File: src/rtl/glitch_sequencer.sv
// glitch_sequencer: assembles a 64-bit glitch pattern from a byte stream and,
// once armed, fires it through serializer64 after a trigger edge with a
// programmable delay, shot count and inter-shot gap.
module glitch_sequencer #(
  parameter int unsigned DELAY_W  = 16,
  parameter int unsigned REPEAT_W = 8
) (
  input  logic                clk,
  input  logic                rst,
  input  logic [7:0]          load_data,
  input  logic                load_valid,
  output logic                load_ready,
  input  logic                arm,
  input  logic                abort,
  input  logic                trigger,
  input  logic [DELAY_W-1:0]  delay,
  input  logic [DELAY_W-1:0]  gap,
  input  logic [REPEAT_W-1:0] shots,
  output logic [63:0]         pattern,
  output logic                ser_en,
  output logic                pattern_ready,
  output logic                armed,
  output logic                busy,
  output logic                done
);

  // Shared timer covers delay, gap+1 and the 65-cycle shot window.
  localparam int unsigned TIMER_W  = (DELAY_W + 1 > 7) ? DELAY_W + 1 : 7;
  localparam int unsigned FIRE_LEN = 65;

  typedef enum logic [2:0] {
    S_IDLE,
    S_ARMED,
    S_DELAY,
    S_FIRE,
    S_GAP
  } state_e;

  state_e              state_q, state_d;
  logic [TIMER_W-1:0]  timer_q, timer_d;
  logic [REPEAT_W-1:0] shots_left_q, shots_left_d;
  logic [DELAY_W-1:0]  delay_lat_q, delay_lat_d;
  logic [DELAY_W-1:0]  gap_lat_q, gap_lat_d;
  logic                trig_prev_q, trig_prev_d;
  logic [2:0]          byte_cnt_q, byte_cnt_d;
  logic [63:0]         pattern_q, pattern_d;
  logic                pattern_ready_q, pattern_ready_d;
  logic                load_ready_q, load_ready_d;
  logic                ser_en_q, ser_en_d;
  logic                armed_q, armed_d;
  logic                busy_q, busy_d;
  logic                done_q, done_d;
  logic                accept;
  logic                trig_rise;

  // Next-state, timer, loader and registered-output computation.
  always_comb begin
    state_d         = state_q;
    timer_d         = timer_q;
    shots_left_d    = shots_left_q;
    delay_lat_d     = delay_lat_q;
    gap_lat_d       = gap_lat_q;
    trig_prev_d     = trigger;
    byte_cnt_d      = byte_cnt_q;
    pattern_d       = pattern_q;
    pattern_ready_d = pattern_ready_q;
    done_d          = 1'b0;
    accept          = load_valid && load_ready_q;
    trig_rise       = trigger && !trig_prev_q;

    case (state_q)
      S_IDLE: begin
        if (arm && pattern_ready_q && !abort) begin
          state_d      = S_ARMED;
          delay_lat_d  = delay;
          gap_lat_d    = gap;
          shots_left_d = (shots == '0) ? REPEAT_W'(1) : shots;
        end
      end
      S_ARMED: begin
        if (trig_rise) begin
          state_d = S_DELAY;
          timer_d = TIMER_W'(delay_lat_q);
        end
      end
      S_DELAY: begin
        if (timer_q == '0) begin
          state_d = S_FIRE;
          timer_d = TIMER_W'(FIRE_LEN - 1);
        end else begin
          timer_d = timer_q - TIMER_W'(1);
        end
      end
      S_FIRE: begin
        if (timer_q == '0) begin
          shots_left_d = shots_left_q - REPEAT_W'(1);
          if (shots_left_q == REPEAT_W'(1)) begin
            state_d = S_IDLE;
            done_d  = 1'b1;
          end else begin
            state_d = S_GAP;
            timer_d = TIMER_W'(gap_lat_q) + TIMER_W'(1);
          end
        end else begin
          timer_d = timer_q - TIMER_W'(1);
        end
      end
      S_GAP: begin
        if (timer_q == '0) begin
          state_d = S_FIRE;
          timer_d = TIMER_W'(FIRE_LEN - 1);
        end else begin
          timer_d = timer_q - TIMER_W'(1);
        end
      end
      default: state_d = S_IDLE;
    endcase

    if (abort && (state_q != S_IDLE)) begin
      state_d = S_IDLE;
      done_d  = 1'b0;
    end

    if (accept) begin
      pattern_d  = {pattern_q[55:0], load_data};
      byte_cnt_d = byte_cnt_q + 3'd1;
      if (byte_cnt_q == 3'd7) begin
        pattern_ready_d = 1'b1;
      end else if ((byte_cnt_q == 3'd0) && pattern_ready_q) begin
        pattern_ready_d = 1'b0;
      end
    end

    // Status flags track the state being entered so they line up with it.
    load_ready_d = (state_d == S_IDLE);
    armed_d      = (state_d == S_ARMED);
    busy_d       = (state_d == S_DELAY) || (state_d == S_FIRE) || (state_d == S_GAP);
    ser_en_d     = (state_d == S_FIRE);
  end

  // State and output registers with synchronous reset.
  always_ff @(posedge clk) begin
    if (rst) begin
      state_q         <= S_IDLE;
      timer_q         <= '0;
      shots_left_q    <= '0;
      delay_lat_q     <= '0;
      gap_lat_q       <= '0;
      trig_prev_q     <= 1'b0;
      byte_cnt_q      <= '0;
      pattern_q       <= '0;
      pattern_ready_q <= 1'b0;
      load_ready_q    <= 1'b0;
      ser_en_q        <= 1'b0;
      armed_q         <= 1'b0;
      busy_q          <= 1'b0;
      done_q          <= 1'b0;
    end else begin
      state_q         <= state_d;
      timer_q         <= timer_d;
      shots_left_q    <= shots_left_d;
      delay_lat_q     <= delay_lat_d;
      gap_lat_q       <= gap_lat_d;
      trig_prev_q     <= trig_prev_d;
      byte_cnt_q      <= byte_cnt_d;
      pattern_q       <= pattern_d;
      pattern_ready_q <= pattern_ready_d;
      load_ready_q    <= load_ready_d;
      ser_en_q        <= ser_en_d;
      armed_q         <= armed_d;
      busy_q          <= busy_d;
      done_q          <= done_d;
    end
  end

  assign load_ready    = load_ready_q;
  assign pattern       = pattern_q;
  assign ser_en        = ser_en_q;
  assign pattern_ready = pattern_ready_q;
  assign armed         = armed_q;
  assign busy          = busy_q;
  assign done          = done_q;

endmodule

File: config.mk
export PLATFORM = sky130hd
export DESIGN_NAME = glitch_sequencer
export DESIGN_NICKNAME = d
export VERILOG_FILES = /design/src/rtl/glitch_sequencer.sv
export SDC_FILE = /design/constraint.sdc
export NUM_CORES = 1
export LEC_CHECK = 0
export ABC_AREA = 1
export CORE_MARGIN = 2
export CORE_UTILIZATION = 50
export CTS_BUF_LIST = sky130_fd_sc_hd__clkbuf_16
export CTS_CLUSTER_DIAMETER = 60
export DETAILED_ROUTE_END_ITERATION = 8
export PLACE_DENSITY = 0.78
export SYNTH_ARGS = -nofsm -noshare
export SYNTH_HDL_FRONTEND = slang
export SYNTH_SLANG_ARGS = --single-unit
File: constraint.sdc
create_clock -name clk -period 4.1 [get_ports clk]
set_input_delay 0.615 -clock clk [delete_from_list [all_inputs] [get_ports clk]]
set_output_delay 0.615 -clock clk [all_outputs]
set_load 0.05 [all_outputs]
# After elaboration in Yosys (flattened, before gate mapping)
# Index checks and enable logic that the tools add are counted.
# totals
ff_bits	134
latch_bits	0
mem_bits_rw	0
mem_bits_ro	0
in_bits	54
out_inout_bits	70
word_cells	78
memories	0
# classes
addsub	4
mul	0
n_div	0
order_cmp	0
n_eq_ne	14
shifts	0
mux	19
n_bitwise	2
n_reduce_logical	25
# ops
cell	n
$mux W17	4
$pmux W17 S3	1
$mux W8	3
$mux W3	6
$add A16 B1 Y17 const B	1
$logic_not A17 Y1	1
$sub A17 B1 Y17 const B	1
$pmux W8 S2	1
$eq A3 B2 Y1 const B	4
$pmux W3 S4	1
$eq A3 B3 Y1 const B	3
$logic_not A3 Y1	3
$eq A8 B1 Y1 const B	1
$logic_not A8 Y1	1
$sub A8 B1 Y8 const B	1
$eq A3 B1 Y1 const B	2
$logic_and A1 B1 Y1	6
$ne A2 B2 Y1 const B	3
$reduce_and A3 Y1	2
$reduce_bool A3 Y1	2
$reduce_and A2 Y1	2
$reduce_bool A2 Y1	2
$reduce_or A4 Y1	1
$add A3 B1 Y3 const B	1
6 further kinds	11

# Longest topological paths before layout
# Gate-level depths: netlist of the first run.
# depth
word_depth	8
ltp_mapped	12
depth_no_buf	12

# Worst setup path after synthesis of the first run
# OpenSTA, ideal clock, no wires.
# synth_timing
path_kind	reg2reg
start	register load_ready_q, in the netlist load_ready
end	register pattern_q[10], in the netlist pattern[10]
setup_time_ps	65
arrival_ps	1572
setup_slack_ps	2463
path_stages_with_launch	7
n_path_buf	2
period_less_slack_ps	1637
path_cell_list	dfxtp_1 -> nand2_1 -> inv_1 -> buf_2 -> clkbuf_1 -> nor2_1 -> nor2_1
# synth_via
elab_chain_cells	1
# synth_lines
item	line	rtl
from (decl)	48	logic load_ready_q, load_ready_d;
from (signal assigned)	168	load_ready_q <= load_ready_d;
$logic_and A1 B1 Y1	68	accept = load_valid && load_ready_q;
to (signal assigned)	166	pattern_q <= pattern_d;
to (decl)	46	logic [63:0] pattern_q, pattern_d;
# Every way passes these cells.
# A chain may end at the register's enable or synchronous reset.

# Worst setup path after layout of the first run
# layout_timing
start	input port abort
end	register shots_left_q[4]
# layout_via
elab_chain_cells	4
# layout_lines
item	line	rtl
from (decl)	14	input logic abort,
$logic_not A1 Y1	73	if (arm && pattern_ready_q && !abort) begin
$logic_and A1 B1 Y1	73	
$ne A2 B2 Y1 (no line)	-	
$reduce_and A3 Y1 (no line)	-	
to (signal assigned)	161	shots_left_q <= shots_left_d;
to (decl)	41	logic [REPEAT_W-1:0] shots_left_q, shots_left_d;
# Every way passes these cells.

==> results of run 1 <==
-- worst register-to-register path, cell delays in order (launching register included) --
cell and delay (ps):
dfxtp_1 350, nor2_2 220, nand2_1 110, nor2_1 100, buf_4 230, inv_1 320
buf_4 340, nand2_4 160, inv_2 80, a21oi_1 170, a211oi_2 50
-- final timing paths --
| path | from | endpoint | slack, ps | cells after the start |
|---|---|---|---|---|
| worst max-delay path | abort | shots_left_q[4]$_SDFFE_PP0P_ | 1650 | 11 |
| worst min-delay path | delay_lat_q[13]$_SDFFE_PP0P_ | delay_lat_q[13]$_SDFFE_PP0P_ | 470 | 2 |
| worst max register to register | state_q[1]$_SDFF_PP0_ | shots_left_q[7]$_SDFFE_PP0P_ | 1820 | 10 |
| worst min register to register | delay_lat_q[13]$_SDFFE_PP0P_ | delay_lat_q[13]$_SDFFE_PP0P_ | 470 | 2 |
-- cell families (layout without fill, tap and decap cells) --
family                     count (synthesis)  after routing
adders and majority gates                  8              8
AOI/OAI and AO/OA                        194            194
buffers and inverters                    101            221
DFF                                      134            134
and+or+nand+nor                          417            417
xor gates and xnor gates                  10             10
-- report_power, final --
part	internal, W	leakage, nW	switching, W
Sequential	0.00135	1.09	0.0000306
Combinational	0.000151	1.95	0.000255
Clock	0.000897	0.282	0.000589
-- metrics by stage --
step	setup WS, ps	instances	total power [W]	instance area (um2)	utilization
2_1_floorplan	2463	864	0.001651	6261	-
3_3_place_gp	1295	1120	0.001808	7543	0.6228
3_5_place_dp	1233	1120	0.001812	7543	0.6228
4_1_cts	1666	1152	0.003300	8120	0.6705
5_1_grt	1443	1152	0.003386	8120	0.6705
6_report	1653	1152	0.003271	8120	0.6705
-- flip-flops by register name, summed over array words and instances, names as in the netlist --
name and cells:
byte_cnt_q 3, pattern 64, done 1, gap_lat_q 16, load_ready 1, timer_q 17
delay_lat_q 16, state_q 3, busy 1, trig_prev_q 1, shots_left_q 8, ser_en 1
armed 1, pattern_ready 1
-- area by class of cell --
class | instances | area, um2
sequential | 134 | 2683
clock buffer | 17 | 425.4
multi-input combinational | 629 | 3141
fill | 1083 | 3991
timing repair buffer | 129 | 1276
clock inverter | 15 | 151.4
inverter | 60 | 234.0
tap | 168 | 210.2
-- metal layers --
layer	GRT usage	part of all wire
met3	0.05282	0.055
met5	0	0
met4	0.09762	0.021
met2	0.3848	0.46
met1	0.3159	0.47
-- cell usage after synthesis, drive strengths merged (8+ instances only) --
cell type and n:
o21ai 139, dfxtp 134, ha 8, nor3 9, nor2 246, buf 15
inv 59, clkbuf 26, nand2 99, nand3 51, a21oi 42
==> results.cfg, run 1 <==
[status]
run_status = completed

[detailed_routing]
drtIter0Drc = 424
drtPass1Iterations = 5
drc_errors = 0
viasPerCell = 5.072
drtAntennaViolNets = 0
vias = 5843
routed_wire_length_per_instance_um = 13.43
finalWirelength_um = 15470

[logic_synthesis]
synth_area_leaders = dfxtp_1 (43%), nor2_1 (13%), o21ai_0 (9.4%), nand2_1 (5.3%), nand3_1 (3.5%)
avgSynthCellArea_um2 = 7.247
number_of_storage_elements_in_the_synthesis_netlist = 134
syn-instance-count = 864
yosys.cell_types.count = 48
synth_top_family_by_area = simple AND/OR/NAND/NOR gates
synth_xor_xnor_area_share = 0.01399
synth_sequential_area_ratio = 0.4285
synth.mux.area_fraction = 0
adder_cell_area_share_of_the_yosys_netlist = 0.01599
ys.flop_type = dfxtp_1
synth_area_um2 = 6261
synth_area_leader_cell = dfxtp_1
synthesis.nets = 926
synth_edf_count = 0
synth-async-reset-ratio = 0
netlist.area_leader.share = 0.4285
post_synth_and_or_nand_nor_area_fraction = 0.3056
yosysWarnings = 0
synth_compound_gate_area_share = 0.1657

[floorplanning]
design.core.area_um2 = 12110
die_area_um2 = 13430
die_extent_in_x_um = 115.9
initial_cell_density_of_the_core = 0.5169
ioPinCount = 124
rows = 40
fp.dieH_um = 115.9

[setup_path]
cpMaxStageDelayCell = inv_1
critical_path_required_ps = 4450
max_stage_delay_ps = 480
startpoint_type = primary input
signal_arrival_time_at_the_worst_endpoint_ps = 2800
worstPathCellList = clkdlybuf4s50_1 -> inv_1 -> nand3_1 -> nor2_1 -> buf_4 -> inv_1 -> buf_4 -> nand2_4 -> inv_2 -> o21ai_1 -> a21oi_1
worst_setup_path_end_kind = register
crit_type = in -> reg
crit_fanout = 25
worst_path_dominant_cell_family = buffers and inverters
worst-path-buf-inv = 6

[finish]
diodes_inserted = 0
most_used_cells_in_the_layout_excluding_fill_and_tap_cells = nor2_1 (224), dfxtp_1 (134), clkdlybuf4s50_1 (123)
drive_above_1_share = 0.1006
fin_nets = 1033
syn2layout_area_growth_pct = 29.70
layout_commonest_cell = nor2_1

[sta]
max-slew-margin-rel = 0.4846
worst_pin_slew_ps = 773.2
final.setup.tns_ps = 0
finalHoldWorstSlack_ps = 469.2
rsz_0062_raised_after_global_routing = no
final.setup_skew_ps = 6.163
count_of_final_max_slew_check_failures = 0
hold_violations = 0
post-route-min-period_ps = 2447
fmax_mhz = 408.7
setup_violations = 0
min_period_over_period = 0.5968

[clock_network]
clock_insertion_delay_worst_skew_ps = 420
ctsHoldBuffers = 0
post_cts_resized = 0
clock-root-buffer = clkbuf_16
clock_sinks = 134
numCtsBuffers = 17
tritoncts = yes
clock_slew_at_the_register_clock_pins_of_the_worst_setup_and_hold_paths_ps = 60
maximum_number_of_buffers_from_clock_root_to_sink = 2
htree_num_levels = 4
post_cts.repair.setup_buffers = 0

[placement]
place.port_buffers = 123
place_congestion = 0.8679
place_hpwl_um = 10570

[power_and_ir_drop]
worst_ir_drop_vdd_mv = 0.2378
p_leak_nw = 3.322
power_density_nw_per_um2 = 402.8

[global_route]
global_route.overflow_total = 0
via_count_of_the_first_global_routing_pass = 5252
grt_pass1_wl_um = 25340
grt_max_degree = 72
track_usage = 0.2402
initial_antenna_violation_count = 0

[worst_hold_path]
timing.hold.worst.class = reg -> reg

[flow_run]
cap_viol_max_count = 0
(Power assumes the default switching activity.)
==> run 2, diff against run 1 <==
==> constraint.sdc (replaced) <==
create_clock -name clk -period 2.4 [get_ports clk]
set_input_delay 0.36 -clock clk [delete_from_list [all_inputs] [get_ports clk]]
set_output_delay 0.36 -clock clk [all_outputs]
set_load 0.05 [all_outputs]
==> run 2 against run 1 <==
  * Combinational power increased by 73%
  * Critical endpoint is now pattern_ready
  * Routed wire length decreased by 1.2%
  * Total power increased by 71%
  * Highest routed layer unchanged
  * First-iteration DRC count decreased by 15%
  * Critical path depth decreased by 10
  * Flip-flop and latch count unchanged
  * Global-route usage decreased by 0.27 points
  * Clock power increased by 70%
  * Sequential share of layout area decreased by 0.27 points
==> results.cfg, run 2 (synthesis results as in run 1) <==
[floorplanning]
rows = 40
die_extent_in_x_um = 115.9
fp.dieH_um = 115.9
design.core.area_um2 = 12110
initial_cell_density_of_the_core = 0.5169
ioPinCount = 124
die_area_um2 = 13430

[clock_network]
clock-root-buffer = clkbuf_16
clock_sinks = 134
numCtsBuffers = 17
post_cts_resized = 0
htree_num_levels = 4
clock_slew_at_the_register_clock_pins_of_the_worst_setup_and_hold_paths_ps = 60
maximum_number_of_buffers_from_clock_root_to_sink = 2
ctsHoldBuffers = 0
clock_insertion_delay_worst_skew_ps = 420
tritoncts = yes
post_cts.repair.setup_buffers = 0

[detailed_routing]
drtIter0Drc = 362
drc_errors = 0
drtAntennaViolNets = 0
finalWirelength_um = 15290
routed_wire_length_per_instance_um = 13.25
drtPass1Iterations = 5
vias = 5845
viasPerCell = 5.065

[setup_path]
worstSetupStartpoint = pattern_ready$_SDFFE_PP0P_
cpMaxStageDelayCell = clkdlybuf4s50_1
max_stage_delay_ps = 870
critical_path_required_ps = 2040
r2r.worst_path.cells = 9
crit_type = reg -> out
worst_setup_path_end_kind = primary output
total_stage_count_of_the_critical_path = 1
worstReg2RegEnd = timer_q[12]$_SDFFE_PP0P_
worst-path-buf-inv = 1
signal_arrival_time_at_the_worst_endpoint_ps = 1660
launch_point_of_the_worst_reg_to_reg_path = state_q[1]$_SDFF_PP0_
crit_fanout = 3
worstPathCellList = clkdlybuf4s50_1
critPathCapture = pattern_ready
startpoint_type = register
ff2ff_setup_slack_ps = 570
worst_path_dominant_cell_family = buffers and inverters

[sta]
fmax_mhz = 494.0
post-route-min-period_ps = 2024
min_period_over_period = 0.8435
count_of_final_max_slew_check_failures = 0
hold_violations = 0
max-slew-margin-rel = 0.6207
rsz_0062_raised_after_global_routing = no
finalHoldWorstSlack_ps = 457.8
worst_pin_slew_ps = 567.1
final.setup.tns_ps = 0
setup_violations = 0
setup_ws_ps = 375.6
final.setup_skew_ps = 9.338

[placement]
place_congestion = 0.8914
place.port_buffers = 123
place_area_um2 = 7616
place_hpwl_um = 10610
pre_cts_slack_ps = 413.4

[global_route]
initial_antenna_violation_count = 0
grt_pass1_wl_um = 25060
global_route.overflow_total = 0
track_usage = 0.2375
grt_max_degree = 73
via_count_of_the_first_global_routing_pass = 5214

[power_and_ir_drop]
switching_share = 0.2546
netSwitchingPower_w = 0.001424
power_density_nw_per_um2 = 683.1
part_of_the_total_power_dissipated_in_sequential_elements = 0.421
p_leak_nw = 3.362
clock_power_share = 0.453
fin_total_pwr_w = 0.005592
share_comb_of_total_power = 0.126
worst_ir_drop_vdd_mv = 0.4428
cellInternalPower_w = 0.004168

[worst_hold_path]
timing.hold.worst.class = reg -> reg

[status]
run_status = completed

[finish]
layout_commonest_cell = nor2_1
most_used_cells_in_the_layout_excluding_fill_and_tap_cells = nor2_1 (224), dfxtp_1 (134), clkdlybuf4s50_1 (123)
layout.filler_cells = 1082
diodes_inserted = 0
design_area_um2 = 8187
syn2layout_area_growth_pct = 30.76
fin_nets = 1036
drive_above_1_share = 0.09939
largest_register_ff_count = 64

[flow_run]
cap_viol_max_count = 0
[run 2: cell types whose count changed in the layout (fill, tap and decap cells not counted), sizes merged]
| cell | change |
|---|---|
| buf | +3 |
| inv | -2 |
| bufinv | +1 |
[run 2: worst min path at each step]
stage | cells after the start | to | slack [ps] | from
floorplan | 2 | delay_lat_q[15]$_SDFFE_PP0P_ | 430 | delay_lat_q[15]$_SDFFE_PP0P_
global placement | 2 | delay_lat_q[13]$_SDFFE_PP0P_ | 450 | delay_lat_q[13]$_SDFFE_PP0P_
detailed placement | 2 | delay_lat_q[15]$_SDFFE_PP0P_ | 450 | delay_lat_q[15]$_SDFFE_PP0P_
CTS | 2 | delay_lat_q[13]$_SDFFE_PP0P_ | 460 | delay_lat_q[13]$_SDFFE_PP0P_
global route | 2 | delay_lat_q[15]$_SDFFE_PP0P_ | 480 | delay_lat_q[15]$_SDFFE_PP0P_
finish | 2 | delay_lat_q[13]$_SDFFE_PP0P_ | 460 | delay_lat_q[13]$_SDFFE_PP0P_
[run 2: cell type report]
cell class                      count  area (um2)  area share
Multi-Input combinational cell    629        3141      0.3836
Clock inverter                     14       145.1     0.01773
Timing Repair Buffer              132        1349      0.1648
Inverter                           60       234.0     0.02858
Sequential cell                   134        2683      0.3277
Clock buffer                       17       425.4     0.05196
Tap cell                          168       210.2     0.02568
[run 2: through the flow]
stage,utilization,cells
6_report,0.6759,1154
2_1_floorplan,-,864
3_5_place_dp,0.6288,1123
5_1_grt,0.6759,1154
3_3_place_gp,0.6288,1123
4_1_cts,0.6759,1154
[run 2: routing by layer]
layer	global-route usage	routed length (um)	up-vias
met3	0.05858	767	35
met1	0.3157	7351	2600
li1	-	-	3034
met4	0.1079	469	0
met2	0.3661	6702	176
met5	0	0	-
[run 2: tightest hold or removal path: cells and delay by family, from the launching register on]
kind,cells,cell delay [ps]
flip-flops,1,300
buffers and inverters,1,60
AO/OA/AOI/OAI,1,50
[run 2: power by group through the flow]
stage,logic (W),registers [W],clock network [W]
3_5_place_dp,0.000704,0.00240,0
4_1_cts,0.000707,0.00235,0.00257
5_1_grt,0.000754,0.00236,0.00268
2_1_floorplan,0.000173,0.00265,0
6_report,0.000703,0.00235,0.00253
3_3_place_gp,0.000699,0.00240,0
==> run 3, diff against run 2 <==
--- a/config.mk
+++ b/config.mk
@@ -7,11 +7,11 @@
 export LEC_CHECK = 0
 export ABC_AREA = 1
 export CORE_MARGIN = 2
-export CORE_UTILIZATION = 50
+export CORE_UTILIZATION = 47
 export CTS_BUF_LIST = sky130_fd_sc_hd__clkbuf_16
 export CTS_CLUSTER_DIAMETER = 60
 export DETAILED_ROUTE_END_ITERATION = 8
-export PLACE_DENSITY = 0.78
+export PLACE_DENSITY = 0.77
 export SYNTH_ARGS = -nofsm -noshare
 export SYNTH_HDL_FRONTEND = slang
 export SYNTH_SLANG_ARGS = --single-unit
==> constraint.sdc (replaced) <==
create_clock -name clk -period 1.8 [get_ports clk]
set_input_delay 0.27 -clock clk [delete_from_list [all_inputs] [get_ports clk]]
set_output_delay 0.27 -clock clk [all_outputs]
set_load 0.05 [all_outputs]
==> run 3 against run 2 <==
  * Non-clock buffer count is 21 higher
  * Sequential share of layout area shrank 0.67 points
  * Routed wire length rose by 5.0%
  * Die area is 6.2% higher
  * Setup slack lost 240 ps
  * Clock skew shrank 1.8 ps
  * Clock power increased by 51%
  * Total power is 40% higher
  * Combinational power grew 28%
  * Cell area increased by 2.1%
  * Flip-flop and latch count is the same
==> results.cfg, run 3 (synthesis results as in run 1) <==
[global_route]
global_route.overflow_total = 0
grt_max_degree = 62
grt_pass1_wl_um = 26660
via_count_of_the_first_global_routing_pass = 5439
initial_antenna_violation_count = 0
track_usage = 0.2334

[floorplanning]
die_area_um2 = 14260
design.core.area_um2 = 13140
ioPinCount = 124
rows = 42
fp.dieH_um = 119.4
die_extent_in_x_um = 119.4
initial_cell_density_of_the_core = 0.4766

[status]
run_status = completed

[clock_network]
tritoncts = yes
clock_slew_at_the_register_clock_pins_of_the_worst_setup_and_hold_paths_ps = 60
ctsHoldBuffers = 0
numCtsBuffers = 17
clock_insertion_delay_worst_skew_ps = 420
maximum_number_of_buffers_from_clock_root_to_sink = 2
htree_num_levels = 4
clock_sinks = 134
clock-root-buffer = clkbuf_16

[power_and_ir_drop]
power_density_nw_per_um2 = 939.5
p_leak_nw = 3.703
worst_ir_drop_vdd_mv = 0.5351
fin_total_pwr_w = 0.007855

[setup_path]
cpMaxStageDelayCell = dfxtp_1
signal_arrival_time_at_the_worst_endpoint_ps = 1980
crit_type = reg -> reg
worst_setup_path_end_kind = register
startpoint_type = register
crit_fanout = 9
critical_path_required_ps = 2110
max_stage_delay_ps = 320
worstPathCellList = inv_1 -> ha_1 -> nand3_4 -> nor2_8 -> nand4_4 -> nand2_4 -> inv_4 -> buf_4 -> o21ai_1 -> nor2_1

[sta]
fmax_mhz = 599.1
final.setup.tns_ps = 0
final.setup_skew_ps = 7.530
count_of_final_max_slew_check_failures = 0
rsz_0062_raised_after_global_routing = no
setup_violations = 0
worst_pin_slew_ps = 522.0
hold_violations = 0
post-route-min-period_ps = 1669
max-slew-margin-rel = 0.6534
min_period_over_period = 0.9273

[finish]
fin_nets = 1057
drive_above_1_share = 0.1567
syn2layout_area_growth_pct = 33.53
layout.filler_cells = 1229
multi_input_comb_area_um2 = 3174
regArea_um2 = 2684
diodes_inserted = 0
layout_commonest_cell = nor2_1
largest_register_ff_count = 64
most_used_cells_in_the_layout_excluding_fill_and_tap_cells = nor2_1 (223), dfxtp_1 (133), o21ai_0 (117)

[detailed_routing]
vias = 5953
drtPass1Iterations = 5
routed_wire_length_per_instance_um = 13.56
viasPerCell = 5.028
drtAntennaViolNets = 0
finalWirelength_um = 16050
drtIter0Drc = 374
drc_errors = 0

[worst_hold_path]
timing.hold.worst.class = in -> reg

[flow_run]
cap_viol_max_count = 0

[placement]
place.port_buffers = 123
place_congestion = 0.9220
place_hpwl_um = 11310
[run 3: cell count changes in the layout (fill, tap and decap cells not counted), moves of 2 or more]
cell             delta
clkdlybuf4s50_1    -70
buf_4              +51
dlygate4sd2_1      +39
clkinv_2            -5
clkinv_4            +4
bufinv_16           +2
inv_1               -2
nand3_1             -2
nor2_4              +2
[run 3: final timing paths]
check | start | to | slack, ps | cells past startpoint
setup / recovery | timer_q[0]$_SDFFE_PP0P_ | timer_q[0]$_SDFFE_PP0P_ | 130 | 10
setup reg to reg | timer_q[0]$_SDFFE_PP0P_ | timer_q[0]$_SDFFE_PP0P_ | 130 | 10
hold / removal | delay[3] | delay_lat_q[3]$_SDFFE_PP0P_ | 430 | 3
hold reg to reg | delay_lat_q[13]$_SDFFE_PP0P_ | delay_lat_q[13]$_SDFFE_PP0P_ | 470 | 2
[run 3: repair_timing]
action                     4_1_cts  5_1_grt
setup buffers                    0        2
pin swaps                        0        2
gates cloned                     0        0
setup endpoints to repair       39        8
resized for setup               39       10
[run 3: routing by layer]
metal	vias up	share of wire	track usage
met5	-	0	0
met3	23	0.044	0.05125
met1	2701	0.47	0.3129
met4	0	0.022	0.09779
li1	3081	-	-
met2	148	0.46	0.3642
[run 3: where the power goes]
part | switching, W | internal [W] | total [W]
Clock | 0.00135 | 0.00247 | 0.00382
Combinational | 0.000586 | 0.000311 | 0.000897
Sequential | 0.0000696 | 0.00307 | 0.00314
Total | 0.00200 | 0.00585 | 0.00785
[run 3: final cells by class]
cell class,count,share of cell area
clock buffer,17,0.05088
clock inverter,15,0.02724
inverter,60,0.02828
multi-input combinational,629,0.3797
sequential,134,0.3210
tap,176,0.02634
timing repair buffer,153,0.1666
[run 3: worst max-delay path: cells and delay by family (launching register included)]
family / cells / cell delay (ps)
buffers and inverters: 3 / 290
flip-flops: 1 / 320
AND/OR/NAND/NOR: 5 / 580
adder cells (fa/ha/maj): 1 / 210
AO/OA/AOI/OAI: 1 / 150
[run 3: per-stage QoR]
| stage | instance area (um2) | utilization | setup slack, ps | cells | hold WS [ps] |
|---|---|---|---|---|---|
| 4_1_cts | 8308 | 0.6324 | 94.10 | 1182 | 417.4 |
| 6_report | 8361 | 0.6364 | 130.9 | 1184 | 430.1 |
| 3_3_place_gp | 7704 | 0.5864 | 44.83 | 1150 | 449.1 |
| 2_1_floorplan | 6261 | - | 162.5 | 864 | 404.9 |
| 5_1_grt | 8361 | 0.6364 | 6.078 | 1184 | 434.5 |
| 3_5_place_dp | 7704 | 0.5864 | 46.36 | 1150 | 460.0 |
